File: src/rtl/wb_stage_pkg.sv
// Shared definitions for the writeback stage: bus widths, MW bus field
// offsets, the packed MW bus layout and the exception code constants.
package wb_stage_pkg;

    localparam int MW_BUS_W = 191;
    localparam int WD_FOR_W = 52;

    // MW bus field offsets (MSB / LSB)
    localparam int MW_PC_MSB        = 190;
    localparam int MW_PC_LSB        = 159;
    localparam int MW_RESULT_MSB    = 158;
    localparam int MW_RESULT_LSB    = 127;
    localparam int MW_GR_WE_BIT     = 126;
    localparam int MW_DEST_MSB      = 125;
    localparam int MW_DEST_LSB      = 121;
    localparam int MW_VADDR_MSB     = 120;
    localparam int MW_VADDR_LSB     = 89;
    localparam int MW_EX_BIT        = 88;
    localparam int MW_ECODE_MSB     = 87;
    localparam int MW_ECODE_LSB     = 80;
    localparam int MW_ESUBCODE_BIT  = 79;
    localparam int MW_CSR_ADDR_MSB  = 78;
    localparam int MW_CSR_ADDR_LSB  = 65;
    localparam int MW_CSR_WE_BIT    = 64;
    localparam int MW_CSR_WMASK_MSB = 63;
    localparam int MW_CSR_WMASK_LSB = 32;
    localparam int MW_CSR_WDATA_MSB = 31;
    localparam int MW_CSR_WDATA_LSB = 0;

    // Exception codes
    localparam logic [7:0] ECODE_INT = 8'h00;
    localparam logic [7:0] ECODE_ADE = 8'h08;
    localparam logic [7:0] ECODE_ALE = 8'h09;
    localparam logic [7:0] ECODE_SYS = 8'h0B;
    localparam logic [7:0] ECODE_BRK = 8'h0C;
    localparam logic [7:0] ECODE_INE = 8'h0D;

    // Packed view of the MW bus; field order matches the offsets above
    typedef struct packed {
        logic [31:0] pc;
        logic [31:0] result;
        logic        gr_we;
        logic [4:0]  dest;
        logic [31:0] vaddr;
        logic        ex;
        logic [7:0]  ecode;
        logic        esubcode;
        logic [13:0] csr_addr;
        logic        csr_we;
        logic [31:0] csr_wmask;
        logic [31:0] csr_wdata;
    } mw_bus_t;

endpackage

File: src/rtl/wb_stage_if.sv
// Memory-to-writeback handshake: MW_valid/MW_BUS from the memory stage,
// W_allowin back from writeback.
interface wb_stage_if;
    import wb_stage_pkg::*;

    // Handshake: a transfer happens on a rising edge where MW_valid and
    // W_allowin are both 1; MW_BUS is only meaningful while MW_valid is 1.
    logic                MW_valid;
    logic [MW_BUS_W-1:0] MW_BUS;
    logic                W_allowin;

    modport master (output MW_valid, output MW_BUS, input W_allowin);
    modport slave  (input MW_valid, input MW_BUS, output W_allowin);

endinterface

File: src/rtl/wb_retire_cnt.sv
// Retired-instruction counter: free-running enable counter with a
// synchronous active-low clear; wraps naturally at all-ones.
module wb_retire_cnt #(
    parameter int W = 64
) (
    input  logic         clk,
    input  logic         rstn,
    input  logic         en,
    output logic [W-1:0] cnt
);

    logic [W-1:0] cnt_q;

    // Count one per enabled edge, clear on reset
    always_ff @(posedge clk) begin
        if (!rstn) begin
            cnt_q <= '0;
        end else if (en) begin
            cnt_q <= cnt_q + W'(1);
        end
    end

    assign cnt = cnt_q;

endmodule

File: src/rtl/wb_stage.sv
// Writeback stage: holds one instruction from the memory stage for one
// cycle, drives the register-file and CSR write ports, raises the
// exception commit pulse and counts retired instructions.
// Optional feature macro: WB_DEBUG_TRACE_EN adds the debug_wb_* trace ports.
module wb_stage #(
    parameter int MW_BUS_W = wb_stage_pkg::MW_BUS_W,
    parameter int WD_FOR_W = wb_stage_pkg::WD_FOR_W
) (
    input  logic                clk,
    input  logic                rstn,
    wb_stage_if.slave           mw,
    output logic                rf_we,
    output logic [4:0]          rf_waddr,
    output logic [31:0]         rf_wdata,
    output logic                csr_we,
    output logic [13:0]         csr_addr,
    output logic [31:0]         csr_wmask,
    output logic [31:0]         csr_wdata,
    output logic                ex_en,
    output logic [7:0]          ex_ecode,
    output logic                ex_esubcode,
    output logic [31:0]         ex_pc,
    output logic [31:0]         ex_vaddr,
    output logic [WD_FOR_W-1:0] WD_for_BUS,
    output logic [63:0]         instret
`ifdef WB_DEBUG_TRACE_EN
    ,
    output logic [31:0]         debug_wb_pc,
    output logic [3:0]          debug_wb_rf_we,
    output logic [4:0]          debug_wb_rf_wnum,
    output logic [31:0]         debug_wb_rf_wdata
`endif
);

    import wb_stage_pkg::*;

    logic                w_valid;
    logic                w_ready_go;
    logic [MW_BUS_W-1:0] bus_q;
    mw_bus_t             wb;
    logic                retire;

    // Writeback always completes in one cycle, so the stage can always
    // take a new instruction.
    assign w_ready_go   = 1'b1;
    assign mw.W_allowin = !w_valid || w_ready_go;

    // Stage valid: an exception commit flushes whatever is arriving
    always_ff @(posedge clk) begin
        if (!rstn) begin
            w_valid <= 1'b0;
        end else if (mw.W_allowin) begin
            w_valid <= mw.MW_valid && !ex_en;
        end
    end

    // Bus register: latch only instructions that are actually accepted
    always_ff @(posedge clk) begin
        if (!rstn) begin
            bus_q <= '0;
        end else if (mw.MW_valid && mw.W_allowin && !ex_en) begin
            bus_q <= mw.MW_BUS;
        end
    end

    assign wb = bus_q;

    // Register-file write port; r0 writes are left for the regfile to drop
    assign rf_we    = w_valid && wb.gr_we && !wb.ex;
    assign rf_waddr = wb.dest;
    assign rf_wdata = wb.result;

    // CSR write port
    assign csr_we    = w_valid && wb.csr_we && !wb.ex;
    assign csr_addr  = wb.csr_addr;
    assign csr_wmask = wb.csr_wmask;
    assign csr_wdata = wb.csr_wdata;

    // Exception commit: info is zeroed whenever no exception is committing
    assign ex_en       = w_valid && wb.ex;
    assign ex_ecode    = ex_en ? wb.ecode    : 8'h00;
    assign ex_esubcode = ex_en ? wb.esubcode : 1'b0;
    assign ex_pc       = ex_en ? wb.pc       : 32'h0;
    assign ex_vaddr    = ex_en ? wb.vaddr    : 32'h0;

    // Forward to decode for hazard detection, same cycle as the writes
    assign WD_for_BUS = {rf_waddr & {5{rf_we}}, rf_wdata, csr_we, csr_addr};

    // An instruction retires on the edge that ends its writeback cycle
    assign retire = w_valid && !wb.ex;

    wb_retire_cnt #(.W(64)) u_retire_cnt (
        .clk  (clk),
        .rstn (rstn),
        .en   (retire),
        .cnt  (instret)
    );

`ifdef WB_DEBUG_TRACE_EN
    assign debug_wb_pc       = wb.pc;
    assign debug_wb_rf_we    = {4{rf_we}};
    assign debug_wb_rf_wnum  = rf_waddr;
    assign debug_wb_rf_wdata = rf_wdata;
`endif

endmodule

File: src/flat_wrapper.sv
// flat-port wrapper written by rule: the top's interface ports become plain ports
module wb_stage_flat import wb_stage_pkg::*;
#(
    parameter int MW_BUS_W = wb_stage_pkg::MW_BUS_W,
    parameter int WD_FOR_W = wb_stage_pkg::WD_FOR_W
)
  (clk, rstn, rf_we, rf_waddr, rf_wdata, csr_we, csr_addr, csr_wmask, csr_wdata, ex_en, ex_ecode, ex_esubcode, ex_pc, ex_vaddr, WD_for_BUS, instret, mw_MW_valid, mw_MW_BUS, mw_W_allowin);
  wb_stage_if mw_i ();
  input  logic clk;
  input  logic rstn;
  output logic rf_we;
  output logic [4:0] rf_waddr;
  output logic [31:0] rf_wdata;
  output logic csr_we;
  output logic [13:0] csr_addr;
  output logic [31:0] csr_wmask;
  output logic [31:0] csr_wdata;
  output logic ex_en;
  output logic [7:0] ex_ecode;
  output logic ex_esubcode;
  output logic [31:0] ex_pc;
  output logic [31:0] ex_vaddr;
  output logic [WD_FOR_W-1:0] WD_for_BUS;
  output logic [63:0] instret;
  input wire logic [$bits(mw_i.MW_valid)-1:0] mw_MW_valid;
  input wire logic [$bits(mw_i.MW_BUS)-1:0] mw_MW_BUS;
  output wire logic [$bits(mw_i.W_allowin)-1:0] mw_W_allowin;
  assign mw_i.MW_valid = mw_MW_valid;
  assign mw_i.MW_BUS = mw_MW_BUS;
  assign mw_W_allowin = mw_i.W_allowin;
  wb_stage #(.MW_BUS_W(MW_BUS_W), .WD_FOR_W(WD_FOR_W)) u_core (.clk(clk), .rstn(rstn), .mw(mw_i), .rf_we(rf_we), .rf_waddr(rf_waddr), .rf_wdata(rf_wdata), .csr_we(csr_we), .csr_addr(csr_addr), .csr_wmask(csr_wmask), .csr_wdata(csr_wdata), .ex_en(ex_en), .ex_ecode(ex_ecode), .ex_esubcode(ex_esubcode), .ex_pc(ex_pc), .ex_vaddr(ex_vaddr), .WD_for_BUS(WD_for_BUS), .instret(instret));
endmodule
File: config.mk
export PLATFORM = sky130hd
export DESIGN_NAME = wb_stage_flat
export DESIGN_NICKNAME = d
export VERILOG_FILES = /design/src/rtl/wb_stage_pkg.sv /design/src/rtl/wb_stage_if.sv /design/src/rtl/wb_retire_cnt.sv /design/src/rtl/wb_stage.sv /design/src/flat_wrapper.sv
export SDC_FILE = /design/constraint.sdc
export NUM_CORES = 1
export LEC_CHECK = 0
export BUFFER_PORTS_ARGS = -buffer_cell sky130_fd_sc_hd__buf_2
export CORE_AREA = 5 5 191 193
export DETAILED_ROUTE_END_ITERATION = 8
export DIE_AREA = 0 0 196 198
export SETUP_SLACK_MARGIN = 0.1
export SLEW_MARGIN = 10
export SYNTH_ARGS = -nofsm -noshare
export SYNTH_HDL_FRONTEND = slang
export SYNTH_SLANG_ARGS = --single-unit
File: constraint.sdc
create_clock -name clk -period 2.9 [get_ports clk]
set_clock_uncertainty 0.05 [all_clocks]
set_input_delay 0.435 -clock clk [delete_from_list [all_inputs] [get_ports clk]]
set_output_delay 0.435 -clock clk [all_outputs]
set_load 0.1 [all_outputs]
**After elaboration in Yosys (flattened, before gate mapping)**

Index checks and enable logic that the tools add are counted.

- Add/subtract/negate cells: 1
- Muxes and demuxes: 4
- Bitwise gates (word level): 1
- Reductions and logical operators: 9

Operator list:

| operator | number |
|---|---|
| adder 64 x 1 -> 64 bit, second input constant | 1 |
| 2-to-1 mux 32 bit | 2 |
| 2-to-1 mux 8 bit | 1 |
| logical AND 1 bit | 7 |
| AND 5 bit | 1 |
| zero test 1 bit | 2 |
| 2-to-1 mux 1 bit | 1 |

- Register bits after elaboration: 256
- Input port bits: 194
- Output and inout bits: 308
- Word-level logic and storage cells: 18

**Depth between registers and ports, before layout**

Gate-level depths: netlist of run 1.

- Depth in word-level cells: 3
- Mapped depth: 8
- Gate-level depth less buffers: 6

**Modules after synthesis**

Synthesis of run 1 repeated with hierarchy kept, for this count alone.

- Cell total of the unflattened synthesis: 1472
- Area total of the unflattened synthesis: 11954.0 µm²

Modules (own cells, without submodules):

| module | instances | cells an instance | area an instance (µm²) | seq. area each (µm²) |
|---|---|---|---|---|
| wb_stage | 1 | 1115 | 8824.7 | 3843.7 |
| wb_retire_cnt | 1 | 357 | 3129.3 | 1281.2 |

**Worst setup path after synthesis of run 1**

OpenSTA, ideal clock, no wires.

- Path kind: register to register
- From: reg u_core.u_retire_cnt.cnt_q[0] (netlist: u_core.u_retire_cnt.cnt[0])
- To: reg u_core.u_retire_cnt.cnt_q[58] (netlist: u_core.u_retire_cnt.cnt[58])
- Library setup time: 0.132 ns
- Arrival time: 2.758 ns
- Required time: 2.718 ns
- Setup slack: -0.041 ns
- Stages on the path, launching flop included: 9
- Buffers on the path: 2
- Clock period less this slack: 2.941 ns
- Cell sequence: dfxtp_1 ha_1 and4b_1 clkbuf_2 nor4b_4 nand4_2 buf_2 o41ai_1 a21oi_1

- Word-level cells in the longest chain between the ends: 1

Ends and longest elaborated chain:

| element | RTL line | text |
|---|---|---|
| start, declared | wb_retire_cnt.sv:12 | `logic [W-1:0] cnt_q;` |
| start signal, assigned | wb_retire_cnt.sv:19 | `cnt_q <= cnt_q + W'(1);` |
| adder 64 x 1 -> 64 bit | wb_retire_cnt.sv:19 |  |

Every way passes these cells.
A chain may end at the register's enable or synchronous reset.

**Worst setup path after layout of run 1**

- From: reg u_core.bus_q[88]
- To: out ex_vaddr[25]

- Word-level cells in the longest chain between the ends: 2

Ends and longest elaborated chain:

| element | RTL line | text |
|---|---|---|
| start, declared | wb_stage.sv:39 | `logic [MW_BUS_W-1:0] bus_q;` |
| start signal, assigned | wb_stage.sv:62 | `bus_q <= mw.MW_BUS;` |
| logical AND 1 bit | wb_stage.sv:80 | `assign ex_en = w_valid && wb.ex;` |
| 2-to-1 mux 32 bit | wb_stage.sv:84 | `assign ex_vaddr = ex_en ? wb.vaddr : 32'h0;` |
| end, declared | flat_wrapper.sv:22 | `output logic [31:0] ex_vaddr;` |

Every way passes these cells.

==> results of run 1 <==
[cell type report]
class	count	area (µm²)
Fill cell	3574	20100
Clock inverter	5	62.6
Tap cell	455	569
Inverter	15	63.8
Clock buffer	46	900
Timing Repair Buffer	522	2940
Sequential cell	256	5140
Multi-Input combinational cell	935	4620
[Yosys cell counts, types with 2 or more instances]
cell type  number
and3_1         82
and4_1          3
o31ai_1        11
nor4_1          3
a21oi_1       226
nand2_1       406
nor4_4          2
or3_1          20
nand4_2         2
buf_1           2
o21ai_0        21
buf_4         163
nand4_1        23
o41ai_1         5
nand3_1        23
clkbuf_1       86
o311ai_0        2
nand4b_1        2
or4_1          12
dfxtp_1       256
and2_1          5
xor2_1         18
xnor2_1         8
nand2b_1        3
inv_1          14
nor2_1         45
[power groups by stage]
stage          Combinational [W]  Clock, W  Sequential [W]
2_1_floorplan            0.00149         0         0.00383
3_3_place_gp             0.00172         0         0.00383
3_5_place_dp             0.00172         0         0.00384
4_1_cts                  0.00172   0.00381         0.00376
5_1_grt                  0.00179   0.00394         0.00378
6_report                 0.00171   0.00368         0.00376
[flip-flops by register name, indices dropped and copies added, names as in the netlist]
signal,flops
u_core.bus_q,191
u_core.u_retire_cnt.cnt,64
u_core.w_valid,1
[worst max-delay path: stages, from the launching register on]
cell and delay, ns:
dfxtp_2 0.34, buf_4 0.29, buf_4 0.35, and3_1 0.21
buf_2 0.42
[repair_timing]
item                                    4_1_cts  5_1_grt
hold buffers                                  0        0
resized for setup                             0       25
endpoints found under the setup margin        0       25
[worst max path at each step]
stage / start / to / slack [ns]
global route: u_core.bus_q[88] / ex_vaddr[11] / 0.10
CTS: u_core.bus_q[88] / ex_vaddr[12] / 0.12
floorplan: u_core.u_retire_cnt.cnt[6] / u_core.u_retire_cnt.cnt[58] / 0.11
global placement: u_core.u_retire_cnt.cnt[0] / u_core.u_retire_cnt.cnt[58] / 0.46
finish: u_core.bus_q[88] / ex_vaddr[25] / 0.24
detailed placement: u_core.u_retire_cnt.cnt[32] / u_core.u_retire_cnt.cnt[58] / 0.42
[metrics by stage]
step                power [W]  setup WS [ns]  utilization (%)
finish                0.00915          0.245             41.6
floorplan             0.00532          0.113                -
global route          0.00952          0.104             41.6
CTS                   0.00930          0.115             41.4
detailed placement    0.00556          0.417             38.6
global placement      0.00555          0.461             38.6
[logic make-up (layout without fill, tap and decap cells)]
| logic type | count (synthesis) | count (layout) | synth area share, % |
|---|---|---|---|
| AO/OA/AOI/OAI | 266 | 266 | 12.2 |
| flip-flops | 256 | 256 | 45.1 |
| buffers and inverters | 268 | 588 | 14.3 |
| AND/OR/NAND/NOR | 640 | 640 | 26.1 |
| other | 1 | 1 | 0.0330 |
| adder cells (fa/ha/maj) | 1 | 1 | 0.110 |
| XOR/XNOR | 26 | 26 | 2.01 |
| multiplexers | 1 | 1 | 0.0882 |
[metal layers]
metal / global-route usage [%] / wire [µm] / part of all wire [%]
met3: 4.80 / 2810 / 7.6
met1: 21.5 / 15100 / 41
met2: 31.2 / 18400 / 49
met5: 0 / 46 / 0.12
met4: 4.03 / 841 / 2.3
==> results.json, run 1 <==
{
  "grt_pass1_vias": 10300,
  "hold_path_end": "u_core.bus_q[115]",
  "routabilityCongestion": 0.823,
  "num_rows": 68,
  "vias": 10600,
  "p_comb_share_pct": 18.7,
  "switchingPower_w": 0.00297,
  "endpoint_kind": "output port",
  "max_slew.worst_pin.slew_ns": 0.703,
  "avgViaCountPerCell": 4.74,
  "min_from": "mw_MW_BUS[115]",
  "cts-root-buf": "clkbuf_16",
  "synth_top_area_share_pct": 45.1,
  "io_buffers": 500,
  "cts_max_level": 1,
  "cp.required_ns": 2.41,
  "path_max_fanout": 31,
  "ant_nets": 0,
  "die_h_um": 198,
  "p_int_w": 0.00619,
  "fmax_mhz": 377,
  "clockBufferDepth": 3,
  "rr_worst_depth": 5,
  "p_sw_share_pct": 32.4,
  "status": "finished, final reports clean",
  "critPathLaunchType": "flip-flop",
  "hp-class": "primary input to flip-flop",
  "grt_setup_unrepaired": "false",
  "synth_area_leaders": "dfxtp_1 45%, nand2_1 13%, buf_4 11%",
  "worstReg2RegEnd": "u_core.u_retire_cnt.cnt[58]",
  "core_region_area_um2": 34400,
  "grt_start_max_net_pins": 107,
  "mostFrequentLayoutCells": "467 x buf_2, 406 x nand2_1, 246 x dfxtp_1",
  "syn_nets": 1654,
  "synth_top_flop_cell": "dfxtp_1",
  "final_common_cell": "buf_2",
  "hold_viol_final": 0,
  "min_path_cells": 3,
  "clkPwrFrac_pct": 40.2,
  "track_usage_pct": 17.6,
  "cts_tree": "built",
  "antenna_found_initial": 3,
  "start_util_pct": 33.0,
  "tns_ns": 0,
  "final_cells": 2234,
  "grt_pass1_wl_um": 56500,
  "crit_arrival_ns": 2.17,
  "final_nets": 1954,
  "fin_area_um2": 14300,
  "drv_cap": 0,
  "syn_area_per_cell_um2": 7.78,
  "synthArstFlopShare_pct": 0,
  "die_w_um": 196,
  "slew_violations": 0,
  "critical_path_class": "flip-flop to output port",
  "syn_area_um2": 11400,
  "period_needed_ns": 2.66,
  "drtPass1Iterations": 4,
  "r2r_slack_ns": 0.37,
  "drt-wirelength-per-cell_um": 16.6,
  "drt-total-wl_um": 37200,
  "cts_buffers": 29,
  "p_leak_nw": 6.85,
  "io_pins": 502,
  "relSlewSlack_pct": 53.1,
  "ir_worst_vdd_mv": 0.409,
  "cts_sinks": 256,
  "rr_startpoint": "u_core.u_retire_cnt.cnt[33]",
  "overflow": 0,
  "syn2layout_area_growth_pct": 25.9,
  "clkLatencyLatePin_ns": 0.54,
  "ys_ff_latch": 256,
  "synth-edff-count": 0,
  "clk_pin_slew_ns": 0.06,
  "diodes": 0,
  "placement.cell_area_um2": 13300,
  "post_cts_buffers": 0,
  "die_area_um2": 38800,
  "remaining_drc_errors": 0,
  "setup_viol": 0,
  "drive_gt1_share_pct": 33.2,
  "power_density_nw_per_um2": 640,
  "finalCritPeriodShare_pct": 91.6,
  "drt_iter0_markers": 568,
  "whs_ns": 0.0708,
  "yosysWarnings": 0,
  "yosysTopAreaCell": "dfxtp_1",
  "ys_types": 42,
  "place_hpwl_um": 26800,
  "seq_power_share_pct": 41.1,
  "syn_inst": 1459,
  "yosysSeqAreaShare_pct": 45.1,
  "place_inst": 2183
}
No activity file was read; power rests on OpenSTA's default activity.
==> run 2: changes to the inputs <==
CORE_AREA = 5 5 190 192   (was 5 5 191 193)
DIE_AREA = 0 0 195 197   (was 0 0 196 198)
==> run 2 against run 1 <==
Setup slack better by 0.067 ns. Sequential share of layout area up 0.33 points. Non-clock buffer count down 3. Count of clock-buffer cells in the layout up 2. Critical path depth up 1. Register-to-register slack worse by 0.02 ns. Combinational power about the same. Worst hold slack worse by 0.0027 ns.
==> results.json, run 2 (synthesis results as in run 1) <==
{
  "drt-total-wl_um": 35900,
  "diodes": 0,
  "die_w_um": 195,
  "rr_startpoint": "u_core.u_retire_cnt.cnt[22]",
  "final_common_cell": "buf_2",
  "final_nets": 1951,
  "drt_iter0_markers": 519,
  "ant_nets": 0,
  "cts_max_level": 1,
  "io_pins": 502,
  "finalPower_w": 0.00904,
  "grt_pass1_wl_um": 54700,
  "hp-class": "primary input to flip-flop",
  "cts_repair_resize_count": 0,
  "die_area_um2": 38400,
  "avgViaCountPerCell": 4.75,
  "core_region_area_um2": 34200,
  "endpoint_kind": "output port",
  "crit_arrival_ns": 2.10,
  "remaining_drc_errors": 0,
  "io_buffers": 500,
  "clk_pin_slew_ns": 0.06,
  "post_cts_buffers": 0,
  "tns_ns": 0,
  "num_rows": 68,
  "critical_path_class": "flip-flop to output port",
  "relSlewSlack_pct": 56.2,
  "clkLatencyLatePin_ns": 0.55,
  "vias": 10600,
  "critPathLaunchType": "flip-flop",
  "setup_viol": 0,
  "cp.required_ns": 2.41,
  "worstReg2RegEnd": "u_core.u_retire_cnt.cnt[55]",
  "status": "finished, final reports clean",
  "syn2layout_area_growth_pct": 24.8,
  "place_inst": 2180,
  "drt-wirelength-per-cell_um": 16.1,
  "cts_hold_buffers": 0,
  "cts_sinks": 256,
  "final_cells": 2232,
  "antenna_found_initial": 4,
  "min_path_cells": 3,
  "clockBufferDepth": 3,
  "cts-root-buf": "clkbuf_16",
  "slew_violations": 0,
  "min_from": "mw_MW_BUS[93]",
  "drtPass1Iterations": 5,
  "hold_path_end": "u_core.bus_q[93]",
  "drv_cap": 0,
  "overflow": 0,
  "r2r_slack_ns": 0.35,
  "die_h_um": 197,
  "largest_reg_flops": 191,
  "track_usage_pct": 17.0,
  "top_register": "u_core.bus_q",
  "ir_worst_vdd_mv": 0.459,
  "cts_tree": "built",
  "drive_gt1_share_pct": 32.8,
  "p_leak_nw": 6.83,
  "power_density_nw_per_um2": 638,
  "fill_cells": 3588,
  "grt.met3_usage_pct": 5.37,
  "fmax_mhz": 386,
  "met2_usage_pct": 29.6,
  "hold_viol_final": 0,
  "path_max_fanout": 77,
  "use_met1_pct": 21.2,
  "max_slew.worst_pin.slew_ns": 0.657,
  "place_hpwl_um": 26200,
  "start_util_pct": 33.2,
  "busiest_layer": "met2",
  "grt_start_max_net_pins": 103,
  "rr_worst_depth": 5,
  "grt_pass1_vias": 10000,
  "routabilityCongestion": 0.839,
  "mostFrequentLayoutCells": "492 x buf_2, 406 x nand2_1, 246 x dfxtp_1",
  "finalCritPeriodShare_pct": 89.3,
  "cts_buffers": 29,
  "grt_setup_unrepaired": "false",
  "period_needed_ns": 2.59
}
## run 2: cell types whose count changed in the layout (fill, tap and decap cells not counted), sizes merged
cell	delta
buf	+22
clkbuf	-23
clkinv	-1
clkinvlp	-1
inv	+1
## run 2: worst max path at each step
stage	slack [ns]	to	from	cells past startpoint
floorplan	0.11	u_core.u_retire_cnt.cnt[58]	u_core.u_retire_cnt.cnt[6]	6
global placement	0.38	u_core.u_retire_cnt.cnt[58]	u_core.u_retire_cnt.cnt[0]	7
detailed placement	0.37	u_core.u_retire_cnt.cnt[55]	u_core.u_retire_cnt.cnt[22]	5
CTS	0.15	WD_for_BUS[49]	u_core.w_valid	5
global route	0.12	u_core.u_retire_cnt.cnt[55]	u_core.u_retire_cnt.cnt[22]	5
finish	0.31	WD_for_BUS[49]	u_core.w_valid	5
## run 2: critical path: stages, from the launching register on
cell and delay, ns:
dfxtp_2 0.35, buf_12 0.26, nor2b_1 0.30, buf_4 0.22
and3_1 0.22, buf_12 0.18
## run 2: cell type report
cell class | instances | area, µm² | area share (%)
sequential | 256 | 5140 | 36.3
multi-input combinational | 935 | 4620 | 32.6
timing repair buffer | 519 | 2840 | 20.1
clock buffer | 48 | 877 | 6.19
tap | 455 | 569 | 4.02
inverter | 15 | 63.8 | 0.451
clock inverter | 4 | 52.6 | 0.371
## run 2: routing by layer
layer | up-vias | share of wire, %
li1 | 5282 | -
met1 | 4939 | 41
met2 | 334 | 49
met3 | 47 | 8.3
met4 | 8 | 1.5
met5 | - | 0.19
## run 2: per-stage QoR
step | util [%] | instance area [µm²] | setup slack [ns] | hold WS (ns)
floorplan | - | 11400 | 0.113 | 0.382
global placement | 38.7 | 13200 | 0.385 | 0.387
detailed placement | 38.7 | 13200 | 0.370 | 0.393
CTS | 41.4 | 14200 | 0.154 | 0.0375
global route | 41.4 | 14200 | 0.121 | 0.0453
finish | 41.4 | 14200 | 0.311 | 0.0681
## run 2: power by group
| group | switching, W | total (W) | internal (W) |
|---|---|---|---|
| clock | 0.00144 | 0.00357 | 0.00214 |
| sequential | 0.0000850 | 0.00376 | 0.00367 |
| combinational | 0.00139 | 0.00170 | 0.000311 |
| total | 0.00292 | 0.00904 | 0.00612 |
==> run 3: changes to the inputs <==
CORE_AREA = 2 2 193 195   (was 5 5 190 192)
==> run 3 against run 2 <==
Via count up 1.6%. Flip-flop and latch count unchanged. Final cell count grew 0.90%. Sequential power barely moved. First-iteration DRC count is 17% lower. Non-clock buffer count increased by 7. Sequential share of layout area fell by 0.054 points. Critical path type unchanged.
==> results.json, run 3 (synthesis results as in run 1) <==
{
  "cts_buffers": 29,
  "endpoint_kind": "output port",
  "path_max_fanout": 15,
  "die_area_um2": 38400,
  "cts_max_level": 1,
  "ant_nets": 0,
  "antenna_found_initial": 4,
  "hp-class": "primary input to flip-flop",
  "fmax_mhz": 381,
  "cp_slowest_cell": "dfxtp_2",
  "finalPower_w": 0.00911,
  "place_inst": 2200,
  "power_density_nw_per_um2": 642,
  "tns_ns": 0,
  "grt_pass1_wl_um": 54900,
  "io_pins": 502,
  "hold_viol_final": 0,
  "route.met2.wl_um": 17600,
  "cts_sinks": 256,
  "critical_path_class": "flip-flop to output port",
  "remaining_drc_errors": 0,
  "cts-root-buf": "clkbuf_16",
  "cts_hold_buffers": 0,
  "utilization_pct": 39.1,
  "overflow": 0,
  "slew_violations": 0,
  "top_layer": "met5",
  "period_needed_ns": 2.62,
  "min_path_cells": 3,
  "top_register": "u_core.bus_q",
  "die_h_um": 197,
  "grt_pass1_vias": 9958,
  "die_w_um": 195,
  "core_region_area_um2": 36300,
  "final_cells": 2252,
  "slowest_delay_ns": 0.50,
  "final_nets": 1958,
  "cts_tree": "built",
  "ir_worst_vdd_mv": 0.468,
  "drtPass1Iterations": 5,
  "max_slew.worst_pin.slew_ns": 0.631,
  "cp.required_ns": 2.41,
  "syn2layout_area_growth_pct": 24.9,
  "setup_viol": 0,
  "fill_cells": 3807,
  "crit_arrival_ns": 2.14,
  "largest_reg_flops": 191,
  "rr_worst_depth": 5,
  "p_leak_nw": 6.84,
  "finalCritPeriodShare_pct": 90.5,
  "routabilityCongestion": 0.842,
  "status": "finished, final reports clean",
  "r2r_slack_ns": 0.40,
  "grt_start_max_net_pins": 82,
  "drt-met1-wl_um": 15200,
  "io_buffers": 500,
  "relSlewSlack_pct": 57.5,
  "place_hpwl_um": 26300,
  "num_rows": 70,
  "track_usage_pct": 17.7,
  "avgViaCountPerCell": 4.79,
  "clockBufferDepth": 3,
  "drt-wirelength-per-cell_um": 16.1,
  "drv_cap": 0,
  "clkLatencyLatePin_ns": 0.55,
  "grt_setup_unrepaired": "false",
  "start_util_pct": 31.3,
  "drive_gt1_share_pct": 33.3,
  "clk_pin_slew_ns": 0.06,
  "vias": 10800,
  "critPathLaunchType": "flip-flop",
  "crit_chain": "nor2b_2, and2_1, buf_2",
  "drt_iter0_markers": 432,
  "final_common_cell": "buf_2",
  "drt-total-wl_um": 36300,
  "met3_length_um": 2700,
  "mostFrequentLayoutCells": "500 x buf_2, 406 x nand2_1, 246 x dfxtp_1"
}
## run 3: per-layer routing
metal / GRT usage (%) / vias up
met4: 4.01 / 6
met5: 0 / -
met3: 4.77 / 53
met2: 30.1 / 364
li1: - / 5290
met1: 22.4 / 5069
## run 3: where the power goes
part,total (W),leakage [nW],switching (W),internal (W)
sequential,0.00377,2.10,0.0000947,0.00367
clock,0.00362,0.436,0.00150,0.00212
combinational,0.00172,4.31,0.00139,0.000326
## run 3: path summary, 6_finish.rpt
check                     from                          end
max             u_core.w_valid                       csr_we
min              mw_MW_BUS[49]             u_core.bus_q[49]
max reg2reg     u_core.w_valid  u_core.u_retire_cnt.cnt[58]
min reg2reg  u_core.bus_q[182]            u_core.bus_q[182]
## run 3: final cells by class
cell class	count	area (µm²)	share of cell area, %
clock buffer	40	807	5.69
inverter	15	63.8	0.450
tap	468	586	4.13
antenna	1	2.50	0.0176
multi-input combinational	935	4630	32.6
sequential	256	5140	36.2
clock inverter	11	128	0.900
timing repair buffer	526	2840	20.0
## run 3: repair_timing
item / in CTS / in global routing
resized for setup: 1 / 0
setup buffers: 0 / 0
setup endpoints to repair: 7 / 0
## run 3: per-stage QoR
step           worst slack [ns]  instance area, µm²  hold slack (ns)
2_1_floorplan             0.113               11400            0.382
3_3_place_gp              0.421               13200            0.387
3_5_place_dp              0.391               13200            0.393
4_1_cts                   0.226               14200           0.0238
5_1_grt                   0.146               14200           0.0455
6_report                  0.276               14200           0.0645
## run 3: worst max-delay path, delay by kind of cell (launching register included)
family	cells	cell delay, ns
buf+inv	1	0.44
flops	1	0.50
simple gates	2	0.65
